[src/rtl/vending_machine_multi.sv]
// Multi-product vending machine: coin accumulation, priced selection with per-product stock,
// greedy change return, cancel and inactivity auto-refund.
module vending_machine_multi #(
    parameter int unsigned                NUM_PROD   = 4,
    parameter int unsigned                CREDIT_W   = 8,
    parameter logic [NUM_PROD*8-1:0]      PRICES     = {8'd7, 8'd5, 8'd3, 8'd2},
    parameter int unsigned                STOCK_W    = 4,
    parameter int unsigned                STOCK_INIT = 5,
    parameter int unsigned                TIMEOUT    = 255
) (
    input  logic                clk,
    input  logic                reset,
    input  logic [2:0]          coin_in,
    input  logic [NUM_PROD-1:0] sel,
    input  logic                cancel,
    input  logic                restock,
    output logic [NUM_PROD-1:0] vend,
    output logic [2:0]          chg_coin,
    output logic                coin_rej,
    output logic                err,
    output logic [CREDIT_W-1:0] credit,
    output logic [NUM_PROD-1:0] sold_out,
    output logic                busy
);

    localparam int unsigned IDX_W = (NUM_PROD > 1) ? $clog2(NUM_PROD) : 1;
    localparam int unsigned CNT_W = $clog2(TIMEOUT + 1);
    localparam logic [CNT_W-1:0] TIMEOUT_C = CNT_W'(TIMEOUT);

    typedef enum logic [1:0] {IDLE, CREDIT, VEND, CHANGE} state_t;

    state_t              state_q, state_d;
    logic [CREDIT_W-1:0] credit_q, credit_d;
    logic [CNT_W-1:0]    idle_q, idle_d;
    logic [IDX_W-1:0]    vidx_q, vidx_d;
    logic [STOCK_W-1:0]  stock_q [NUM_PROD];
    logic [STOCK_W-1:0]  stock_d [NUM_PROD];
    logic [NUM_PROD-1:0] vend_q, vend_d;
    logic [2:0]          chg_q, chg_d;
    logic                rej_q, rej_d;
    logic                err_q, err_d;

    logic [2:0]          coin_val;
    logic [CREDIT_W:0]   coin_sum;
    logic                coin_ok;
    logic                coin_fits;
    logic [IDX_W-1:0]    sel_idx;
    logic                sel_one;
    logic                sel_valid;
    logic [7:0]          sel_price;
    logic [7:0]          vend_price;
    logic [CREDIT_W-1:0] remainder;
    logic [2:0]          chg_val;
    logic [CNT_W-1:0]    idle_inc;
    logic                activity;

    always_comb begin
        coin_val = 3'd0;
        case (coin_in)
            3'b001:  coin_val = 3'd1;
            3'b010:  coin_val = 3'd2;
            3'b100:  coin_val = 3'd5;
            default: coin_val = 3'd0;
        endcase
        coin_ok   = (coin_val != 3'd0);
        coin_sum  = {1'b0, credit_q} + {{(CREDIT_W - 2){1'b0}}, coin_val};
        coin_fits = !coin_sum[CREDIT_W];

        sel_idx = '0;
        for (int i = 0; i < NUM_PROD; i++) begin
            if (sel[i]) sel_idx = IDX_W'(i);
        end
        sel_one   = (sel != '0) && ((sel & (sel - NUM_PROD'(1))) == '0);
        sel_price = PRICES[sel_idx*8 +: 8];
        // Judged against credit before any coin arriving in the same cycle.
        sel_valid = sel_one && (stock_q[sel_idx] != '0) &&
                    ((CREDIT_W + 8)'(credit_q) >= (CREDIT_W + 8)'(sel_price));

        vend_price = PRICES[vidx_q*8 +: 8];
        remainder  = credit_q - CREDIT_W'(vend_price);

        if (credit_q >= CREDIT_W'(5))      chg_val = 3'd5;
        else if (credit_q >= CREDIT_W'(2)) chg_val = 3'd2;
        else                               chg_val = 3'd1;

        activity = coin_ok || (sel != '0) || cancel;
        idle_inc = idle_q + CNT_W'(1);
    end

    always_comb begin
        state_d  = state_q;
        credit_d = credit_q;
        idle_d   = idle_q;
        vidx_d   = vidx_q;
        stock_d  = stock_q;
        vend_d   = '0;
        chg_d    = 3'b000;
        rej_d    = 1'b0;
        err_d    = 1'b0;

        case (state_q)
            IDLE: begin
                if (coin_ok) begin
                    if (coin_fits) begin
                        credit_d = coin_sum[CREDIT_W-1:0];
                        state_d  = CREDIT;
                        idle_d   = '0;
                    end else begin
                        rej_d = 1'b1;
                    end
                end
                if (sel != '0) err_d = 1'b1;
            end
            CREDIT: begin
                idle_d = activity ? '0 : idle_inc;
                if (coin_ok) begin
                    if (coin_fits) credit_d = coin_sum[CREDIT_W-1:0];
                    else           rej_d = 1'b1;
                end
                if (cancel) begin
                    state_d = CHANGE;
                    idle_d  = '0;
                end else if (sel != '0) begin
                    if (sel_valid) begin
                        state_d = VEND;
                        vidx_d  = sel_idx;
                        vend_d  = NUM_PROD'(1) << sel_idx;
                    end else begin
                        err_d = 1'b1;
                    end
                end else if (!activity && idle_inc == TIMEOUT_C) begin
                    state_d = CHANGE;
                    idle_d  = '0;
                end
            end
            VEND: begin
                rej_d            = coin_ok;
                credit_d         = remainder;
                stock_d[vidx_q]  = stock_q[vidx_q] - STOCK_W'(1);
                state_d          = (remainder != '0) ? CHANGE : IDLE;
            end
            CHANGE: begin
                rej_d = coin_ok;
                if (credit_q == '0) begin
                    state_d = IDLE;
                end else begin
                    chg_d    = (chg_val == 3'd5) ? 3'b100 : (chg_val == 3'd2) ? 3'b010 : 3'b001;
                    credit_d = credit_q - CREDIT_W'(chg_val);
                    if (credit_q == CREDIT_W'(chg_val)) state_d = IDLE;
                end
            end
            default: state_d = IDLE;
        endcase

        // Reload wins over a same-cycle vend decrement.
        if (restock) begin
            for (int i = 0; i < NUM_PROD; i++) stock_d[i] = STOCK_W'(STOCK_INIT);
        end
    end

    always_ff @(posedge clk or posedge reset) begin
        if (reset) begin
            state_q  <= IDLE;
            credit_q <= '0;
            idle_q   <= '0;
            vidx_q   <= '0;
            vend_q   <= '0;
            chg_q    <= 3'b000;
            rej_q    <= 1'b0;
            err_q    <= 1'b0;
            for (int i = 0; i < NUM_PROD; i++) stock_q[i] <= STOCK_W'(STOCK_INIT);
        end else begin
            state_q  <= state_d;
            credit_q <= credit_d;
            idle_q   <= idle_d;
            vidx_q   <= vidx_d;
            vend_q   <= vend_d;
            chg_q    <= chg_d;
            rej_q    <= rej_d;
            err_q    <= err_d;
            stock_q  <= stock_d;
        end
    end

    always_comb begin
        for (int i = 0; i < NUM_PROD; i++) sold_out[i] = (stock_q[i] == '0);
    end

    assign vend     = vend_q;
    assign chg_coin = chg_q;
    assign coin_rej = rej_q;
    assign err      = err_q;
    assign credit   = credit_q;
    assign busy     = (state_q == VEND) || (state_q == CHANGE);

endmodule

[config.mk]
export PLATFORM = sky130hd
export DESIGN_NAME = vending_machine_multi
export DESIGN_NICKNAME = d
export VERILOG_FILES = /design/src/rtl/vending_machine_multi.sv
export SDC_FILE = /design/constraint.sdc
export NUM_CORES = 1
export LEC_CHECK = 0
export ABC_AREA = 1
export BUFFER_PORTS_ARGS = -buffer_cell sky130_fd_sc_hd__clkbuf_2
export CAP_MARGIN = 0
export CORE_MARGIN = 3
export CORE_UTILIZATION = 50
export DETAILED_ROUTE_END_ITERATION = 8
export PLACE_DENSITY = 0.7
export SETUP_SLACK_MARGIN = 0.1
export SYNTH_ARGS = -nofsm -noshare
export SYNTH_HDL_FRONTEND = slang
export SYNTH_SLANG_ARGS = --single-unit
[constraint.sdc]
create_clock -name clk -period 2.74 [get_ports clk]
set_input_delay 0.548 -clock clk [delete_from_list [all_inputs] [get_ports clk]]
set_output_delay 0.548 -clock clk [all_outputs]
set_load 0.01 [all_outputs]
==> results of run 1 <==
==> worst register-to-register path: stages (launching register included) <==
cell and delay, ps:
dfrtp_1 510, inv_1 110, a21oi_1 160, nor2_1 70, nand2_1 190, ha_1 190
inv_1 50, fa_1 390, nand2_1 90, nand2_1 80, inv_1 80, nand3_1 60
nand3_1 90, o211ai_1 100, nand2_1 100, o21ai_2 60
==> state kept, by name, indices dropped and copies added (netlist names) <==
| register | count |
|---|---|
| chg_coin | 3 |
| coin_rej | 1 |
| credit | 8 |
| err | 1 |
| idle_q | 8 |
| state_q | 2 |
| stock_q | 16 |
| vend | 4 |
| vidx_q | 2 |
==> routing by layer <==
| layer | GRT usage (%) | vias to the layer above |
|---|---|---|
| li1 | - | 1609 |
| met1 | 29.7 | 1452 |
| met2 | 36.3 | 70 |
| met3 | 3.96 | 11 |
| met4 | 4.47 | 0 |
| met5 | 0 | - |
==> power groups by stage <==
stage          Sequential, mW  Clock (mW)  Combinational [mW]
2_1_floorplan           0.681           0              0.0558
3_3_place_gp            0.681           0              0.0834
3_5_place_dp            0.681           0              0.0849
4_1_cts                 0.668       0.441              0.0857
5_1_grt                 0.669       0.464              0.0963
6_report                0.668       0.424              0.0840
==> layout by cell type, fill, tap and decap left out, drive strengths merged <==
cell        n
a21boi      1
a21oi      14
a22oi       6
and2        1
buf        10
clkbuf     38
clkinvlp    2
dfrtp      37
dfstp       8
fa          3
ha         16
inv        79
nand2     124
nand3      47
nand4      10
nor2       62
nor3        7
o211ai      3
o21ai      33
o21bai      1
o221ai      2
o22ai       6
o31ai       1
or2         3
xnor2       3
xor2        2
==> path summary, 6_finish.rpt <==
| check | start | to | slack (ps) | cells past startpoint |
|---|---|---|---|---|
| min in group clk | stock_q[0] | stock_q[0] | 500 | 2 |
| setup / recovery | credit[1] | credit[6] | 300 | 15 |
| hold reg to reg | stock_q[0] | stock_q[0] | 500 | 2 |
| max in group asynchronous | reset | stock_q[8] | 1920 | 3 |
| hold / removal | reset | vend[2] | 220 | 2 |
| setup reg to reg | credit[1] | credit[6] | 300 | 15 |
==> cell type report <==
class                           instances  area, um2
Timing Repair Buffer                   42        235
Inverter                               79        297
Tap cell                               77       96.3
Multi-Input combinational cell        345       1990
Fill cell                             608       2690
Clock buffer                            6       72.6
Sequential cell                        45       1140
Clock inverter                          2       15.0
==> cells by family after synthesis <==
| kind of cell | after synthesis | synth area share, % |
|---|---|---|
| AOI/OAI and AO/OA | 67 | 12.9 |
| xor gates and xnor gates | 5 | 1.48 |
| adders and majority gates | 19 | 7.49 |
| buffers and inverters | 86 | 9.94 |
| DFF | 45 | 32.7 |
| and+or+nand+nor | 254 | 35.5 |
==> metrics by stage <==
| stage | hold slack (ps) | setup WS (ps) | utilization [%] | total power, mW | cells |
|---|---|---|---|---|---|
| after global routing | 245 | 106 | 58.9 | 1.23 | 596 |
| after floorplan | 449 | 376 | - | 0.737 | 476 |
| after CTS | 233 | 303 | 58.9 | 1.20 | 596 |
| after detailed placement | 484 | 199 | 57.5 | 0.766 | 588 |
| after global placement | 468 | 288 | 57.5 | 0.764 | 588 |
| final | 222 | 299 | 58.9 | 1.18 | 596 |
==> timing repair <==
| item | 4_1_cts | 5_1_grt |
|---|---|---|
| resized for setup | 0 | 1 |
| hold buffers | 0 | 0 |
| endpoints found under the setup margin | 0 | 3 |
| hold endpoints to repair | 0 | 0 |
==> impl_metrics.py, run 1 <==
metrics = {
    "sta": {
        "fin_crit_ps": 2440,
        "fmax_ghz": 0.410,
        "fin_crit_sh_pct": 89.1,
        "fin_skew_ps": 8.25,
        "rsz0062_at_grt": "false",
        "final.setup.tns_ps": 0,
        "final-hold-violation-count": 0,
        "worst_slew_pin_slew_ps": 454,
        "finalMaxSlewViolations": 0,
        "setup_viol": 0,
        "slew_headroom_pct": 69.7,
    },
    "logic_synthesis": {
        "synth_cell_types": 41,
        "syn_area_mm2": 0.00347,
        "synth_top_flop_cell": "dfrtp_1",
        "yosysTopAreaCell": "dfrtp_1",
        "synth-seq-cells": 45,
        "async_reset_ff_share_pct": 100,
        "yosysMostFrequentCell": "nand2_1",
        "synth_fp_nets": 506,
        "synth_commonest_cells": "nand2_1, inv_1, nor2_1, nand3_1, dfrtp_1",
        "synth_edf_count": 0,
        "synth_top_area_share_pct": 26.6,
        "syn-instance-count": 476,
        "yosysWarnings": 0,
        "ys_seq_area_share_pct": 32.7,
        "syn_avg_cell_area_um2": 7.30,
        "yosys-top-cells-area": "dfrtp_1, nand2_1, inv_1, dfstp_2, nand3_1",
    },
    "grt": {
        "grt_max_degree": 22,
        "antenna_found_initial": 0,
        "grt_usage_pct": 21.8,
        "grt_first_pass_wirelength_um": 13600,
        "grt_pass1_vias": 2904,
        "overflow": 0,
    },
    "die": {
        "initial_utilization_pct": 53.2,
        "core_mm2": 0.00653,
        "die-height_um": 89.4,
        "ios": 33,
        "die_x_um": 89.4,
        "fp.dieArea_mm2": 0.00799,
        "rows": 29,
    },
    "pwr": {
        "sequentialPowerShare_pct": 56.8,
        "pwr-share-clk_pct": 36.1,
        "vdd_drop_max_v": 0.000202,
        "p_comb_share_pct": 7.1,
        "leakage_nw": 1.94,
        "power_density_mw_per_mm2": 306,
        "p_sw_share_pct": 25.9,
        "p_switching_uw": 305,
        "p_int_uw": 872,
    },
    "clock_tree": {
        "cts_tree": "built",
        "post_cts_buffers": 0,
        "cts.sinks": 45,
        "cts_root_buffer": "clkbuf_8",
        "clk_path_buf_depth": 2,
        "clock_latency_ps": 310,
        "cts-buffers-inserted": 5,
        "path_clk_slew_ps": 90,
        "h-tree-depth": 2,
    },
    "drt": {
        "drt_iter0_drc": 170,
        "wl_per_cell_um": 13.4,
        "viasPerCell": 5.27,
        "vias": 3142,
        "wl_um": 8000,
        "highest_layer": "met4",
        "dr_wl_met3_um": 332,
        "ant_nets": 0,
        "wl_met1_um": 3770,
        "route.detailed.drc": 0,
        "route.met2.wl_um": 3810,
        "first_pass_iters": 4,
    },
    "critical_path": {
        "crit_path_frequent_cell": "nand2_1",
        "slowest_stage": "dfrtp_1",
        "criticalPathCategory": "reg2reg",
        "crit_chain": "inv_1 -> a21oi_1 -> nor2_1 -> nand2_1 -> ha_1 -> inv_1 -> fa_1 -> nand2_1 -> nand2_1 -> inv_1 -> nand3_1 -> nand3_1 -> o211ai_1 -> nand2_1 -> o21ai_2",
        "path_buf_inv": 3,
        "cpPeakStageDelay_ps": 510,
        "cp_data_arrival_time_ps": 2640,
        "crit_fanout": 6,
        "crit_family": "simple AND/OR/NAND/NOR gates",
        "cp.required_ps": 2940,
        "critPathLaunchType": "register",
        "worstSetupEndpointType": "register",
    },
    "place": {
        "numPortBuffers": 32,
        "dp_hpwl_um": 6440,
        "finalWeightedCongestion": 0.950,
        "post_dp_cell_area_mm2": 0.00376,
    },
    "run": {
        "maxCapViolCount": 0,
    },
    "cells_and_area": {
        "n_antenna_cell": 0,
        "final_area_mm2": 0.00384,
        "nNetsFinal": 548,
        "drive_gt1_share_pct": 22.9,
        "syn_to_final_growth_pct": 10.7,
    },
    "status": {
        "status": "complete, no violations",
    },
    "worst_hold_path": {
        "hp-class": "in2async",
    },
}
(Power assumes the default switching activity.)
==> run 2: changes to the inputs <==
GPL_TIMING_DRIVEN = 0   (was default)
==> impl_metrics.py, run 2 (same netlist as run 1, synthesis figures left out) <==
metrics = {
    "status": {
        "status": "complete, no violations",
    },
    "clock_tree": {
        "h-tree-depth": 2,
        "cts-hold-fix-buffers": 0,
        "clock_latency_ps": 310,
        "clk_path_buf_depth": 2,
        "cts_root_buffer": "clkbuf_8",
        "cts.sinks": 45,
        "cts_tree": "built",
        "cts-buffers-inserted": 5,
        "path_clk_slew_ps": 100,
    },
    "sta": {
        "fin_crit_sh_pct": 88.6,
        "finalMaxSlewViolations": 0,
        "fmax_ghz": 0.412,
        "final-hold-violation-count": 0,
        "fin_crit_ps": 2430,
        "rsz0062_at_grt": "false",
        "worst_slew_pin_slew_ps": 480,
        "final.setup.tns_ps": 0,
        "slew_headroom_pct": 67.9,
        "hold_ws_ps": 233,
        "setup_slack_ps": 313,
        "fin_skew_ps": 17.3,
        "setup_viol": 0,
    },
    "die": {
        "fp.dieArea_mm2": 0.00799,
        "die-height_um": 89.4,
        "die_x_um": 89.4,
        "initial_utilization_pct": 53.2,
        "ios": 33,
        "rows": 29,
        "core_mm2": 0.00653,
    },
    "place": {
        "numPortBuffers": 32,
        "post_dp_cell_area_mm2": 0.00375,
        "finalWeightedCongestion": 0.933,
        "dp_cells": 586,
        "post-place-ws_ps": 31.5,
        "dp_hpwl_um": 6290,
    },
    "cells_and_area": {
        "final_area_mm2": 0.00387,
        "final_cell_mix": "nand2_1, inv_1, nor2_1",
        "drive_gt1_share_pct": 22.8,
        "syn_to_final_growth_pct": 11.5,
        "final_core_util_pct": 59.3,
        "final_common_cell": "nand2_1",
        "regMostFlops": "stock_q",
        "fin_cells": 594,
        "n_antenna_cell": 0,
        "nNetsFinal": 546,
        "fill_cells": 596,
        "largest_register_ff_count": 16,
    },
    "critical_path": {
        "r2r_start": "credit[6]",
        "cp_data_arrival_time_ps": 2630,
        "criticalPathCategory": "reg2reg",
        "r2r_end": "credit[6]",
        "critPathLaunchType": "register",
        "crit_chain": "nor2_2 -> nand3_2 -> nor2_2 -> nand2_2 -> fa_1 -> nand2_1 -> nand2_1 -> inv_1 -> nand3_1 -> nand3_1 -> o211ai_1 -> nand2_1 -> o21ai_2",
        "crit_fanout": 7,
        "crit_path_frequent_cell": "nand2_1",
        "r2r_cells": 13,
        "cp.required_ps": 2950,
        "slowest_stage": "dfrtp_1",
        "worstSetupEndpointType": "register",
        "timing.reg2reg.setup_slack_ps": 310,
        "cpPeakStageDelay_ps": 520,
    },
    "pwr": {
        "total_power_mw": 1.27,
        "power_density_mw_per_mm2": 329,
        "leakage_nw": 1.94,
        "vdd_drop_max_v": 0.000259,
    },
    "drt": {
        "wl_per_cell_um": 13.4,
        "route.detailed.drc": 0,
        "vias": 3207,
        "ant_nets": 0,
        "wl_um": 7980,
        "drt_iter0_drc": 178,
        "first_pass_iters": 5,
        "viasPerCell": 5.40,
    },
    "worst_hold_path": {
        "hp-class": "in2async",
    },
    "grt": {
        "grt_first_pass_wirelength_um": 13700,
        "grt_pass1_vias": 3057,
        "antenna_found_initial": 0,
        "overflow": 0,
        "grt_usage_pct": 21.7,
        "grt_max_degree": 25,
    },
    "run": {
        "maxCapViolCount": 0,
    },
}
[run 2: cell types whose count changed in the layout (fill, tap and decap cells not counted), sizes merged]
cell and delta:
buf -5, clkbuf +3, clkinvlp -2, bufinv +1
clkinv +1
[run 2: worst max path at each step]
stage / startpoint / to / slack, ps / cells past startpoint
final: credit[6] / credit[6] / 310 / 13
after global routing: credit[1] / credit[6] / 120 / 15
after CTS: credit[5] / credit[5] / 160 / 13
after detailed placement: credit[5] / credit[5] / 30 / 13
after global placement: credit[5] / credit[5] / 110 / 13
after floorplan: credit[1] / credit[6] / 380 / 15
[run 2: critical path: cells and delay by family, from the launching register on]
family,cells,cell delay (ps)
simple gates,9,1140
flops,1,520
fa+ha+maj,1,440
compound gates,2,130
buf+inv,1,90
[run 2: what timing repair did]
action | 4_1_cts | 5_1_grt
endpoints found under the setup margin | 4 | 8
resized for setup | 2 | 3
gates cloned | 0 | 0
buffers inserted | 0 | 0
[run 2: cell type report]
class                      instances  area (um2)  share of cell area (%)
clock inverter                     2        38.8                    1.00
timing repair buffer              33         180                    4.65
sequential                        45        1140                    29.4
clock buffer                       6        72.6                    1.87
multi-input combinational        345        2000                    51.7
tap                               77        96.3                    2.49
buffer                             7        48.8                    1.26
inverter                          79         297                    7.66
[run 2: layer usage]
layer	global-route usage [%]	up-vias	share of wire, %
met4	7.58	0	2.2
met1	28.4	1489	46
met5	0	-	0
met3	3.04	18	3.8
li1	-	1618	-
met2	36.6	82	48
[run 2: report_power, final]
part | internal (mW) | leakage, nW | switching [mW] | total [mW]
Sequential | 0.667 | 0.567 | 0.00137 | 0.668
Combinational | 0.0267 | 1.32 | 0.0581 | 0.0848
Clock | 0.274 | 0.0554 | 0.248 | 0.522
==> run 3: changes to the inputs <==
==> constraint.sdc (replaced) <==
create_clock -name clk -period 2.74 [get_ports clk]
set_input_delay 0.137 -clock clk [delete_from_list [all_inputs] [get_ports clk]]
set_output_delay 0.137 -clock clk [all_outputs]
set_load 0.01 [all_outputs]
==> impl_metrics.py, run 3 (same netlist as run 1, synthesis figures left out) <==
metrics = {
    "status": {
        "status": "complete, no violations",
    },
    "run": {
        "maxCapViolCount": 0,
    },
    "grt": {
        "overflow": 0,
        "busiest_layer": "met2",
        "met1_usage_pct": 28.6,
        "grt_pass1_vias": 3070,
        "grt.met3_usage_pct": 3.04,
        "antenna_found_initial": 0,
        "grt_usage_pct": 21.8,
        "met2_usage_pct": 36.8,
        "grt_max_degree": 25,
        "grt_first_pass_wirelength_um": 13800,
    },
    "sta": {
        "slew_headroom_pct": 67.9,
        "fin_crit_ps": 2440,
        "final-hold-violation-count": 0,
        "worst_slew_pin_slew_ps": 481,
        "finalMaxSlewViolations": 0,
        "setup_viol": 0,
        "fmax_ghz": 0.409,
        "fin_crit_sh_pct": 89.2,
        "rsz0062_at_grt": "false",
        "fin_skew_ps": 16.7,
        "final.setup.tns_ps": 0,
        "setup_slack_ps": 295,
    },
    "clock_tree": {
        "cts_tree": "built",
        "cts-buffers-inserted": 5,
        "clock_latency_ps": 310,
        "cts_root_buffer": "clkbuf_8",
        "cts.sinks": 45,
        "h-tree-depth": 2,
        "post_cts_buffers": 0,
        "path_clk_slew_ps": 100,
        "clk_path_buf_depth": 2,
    },
    "critical_path": {
        "crit_path_frequent_cell": "nand2_1",
        "path_buf_inv": 1,
        "critPathLaunchType": "register",
        "crit_family": "simple AND/OR/NAND/NOR gates",
        "cp_data_arrival_time_ps": 2650,
        "crit_chain": "nor2_2 -> nand3_2 -> nor2_2 -> nand2_2 -> fa_1 -> nand2_1 -> nand2_1 -> inv_1 -> nand3_1 -> nand3_1 -> o211ai_1 -> nand2_1 -> o21ai_2",
        "criticalPathCategory": "reg2reg",
        "crit_fanout": 8,
        "cpPeakStageDelay_ps": 510,
        "slowest_stage": "dfrtp_1",
        "worstSetupEndpointType": "register",
        "cp.required_ps": 2940,
        "timing.reg2reg.setup_slack_ps": 300,
    },
    "die": {
        "fp.dieArea_mm2": 0.00799,
        "rows": 29,
        "core_mm2": 0.00653,
        "die-height_um": 89.4,
        "ios": 33,
        "die_x_um": 89.4,
        "initial_utilization_pct": 53.2,
    },
    "cells_and_area": {
        "final_area_mm2": 0.00388,
        "nNetsFinal": 547,
        "final_common_cell": "nand2_1",
        "regMostFlops": "stock_q",
        "n_antenna_cell": 0,
        "syn_to_final_growth_pct": 11.7,
        "multi_input_area_mm2": 0.00200,
        "regArea_mm2": 0.00114,
        "final_cell_mix": "nand2_1, inv_1, nor2_1",
        "largest_register_ff_count": 16,
        "fill_cells": 595,
        "drive_gt1_share_pct": 22.8,
    },
    "worst_hold_path": {
        "hp-class": "in2reg",
    },
    "drt": {
        "wl_um": 8050,
        "drt_iter0_drc": 186,
        "vias": 3226,
        "viasPerCell": 5.42,
        "wl_per_cell_um": 13.5,
        "ant_nets": 0,
        "route.detailed.drc": 0,
        "first_pass_iters": 5,
    },
    "place": {
        "post-place-ws_ps": 31.5,
        "post_dp_cell_area_mm2": 0.00375,
        "dp_hpwl_um": 6290,
        "numPortBuffers": 32,
        "finalWeightedCongestion": 0.933,
    },
    "pwr": {
        "leakage_nw": 1.95,
        "vdd_drop_max_v": 0.000259,
        "power_density_mw_per_mm2": 329,
    },
}
==> run 3: final timing paths <==
path                                 start          end  depth (start not counted)
worst max-delay path             credit[5]    credit[6]                         13
worst max register to register   credit[5]    credit[6]                         13
max in group asynchronous            reset  stock_q[12]                          4
worst min-delay path                sel[1]      vend[1]                          3
worst min register to register  stock_q[3]   stock_q[3]                          2
min in group asynchronous            reset    idle_q[6]                          3
==> run 3: timing repair <==
item	in CTS	in global routing
resized for setup	2	3
setup endpoints to repair	4	8
hold endpoints to repair	21	0
hold buffers	1	0
==> run 3: cell type report <==
| type | count | area share, % |
|---|---|---|
| Clock buffer | 6 | 1.87 |
| Tap cell | 77 | 2.48 |
| Inverter | 79 | 7.64 |
| Timing Repair Buffer | 34 | 4.90 |
| Buffer | 7 | 1.26 |
| Clock inverter | 2 | 0.999 |
| Sequential cell | 45 | 29.3 |
| Multi-Input combinational cell | 345 | 51.6 |
==> run 3: stage by stage <==
stage | std cells | hold WS [ps] | total power, mW | utilization, %
final | 595 | 136 | 1.28 | 59.4
after global placement | 585 | 445 | 0.762 | 57.1
after global routing | 595 | 142 | 1.31 | 59.4
after floorplan | 476 | 281 | 0.737 | -
after CTS | 595 | 126 | 1.29 | 59.3
after detailed placement | 586 | 176 | 0.767 | 57.4
==> run 3: layer usage <==
metal / part of all wire, % / routed length, um
met1: 46 / 3680
met2: 48 / 3830
met3: 4.5 / 360
met4: 2.2 / 181
met5: 0 / 0
==> run 3: tightest hold or removal path: cells and delay by family <==
family	cells	cell delay, ps
buffers and inverters	2	210
and+or+nand+nor	1	50
==> run 3: power by group <==
group	total [mW]	switching [mW]	leakage [nW]	internal (mW)
Combinational	0.0861	0.0585	1.33	0.0276
Sequential	0.668	0.00137	0.567	0.667
Clock	0.522	0.247	0.0554	0.274
Total	1.28	0.307	1.95	0.969
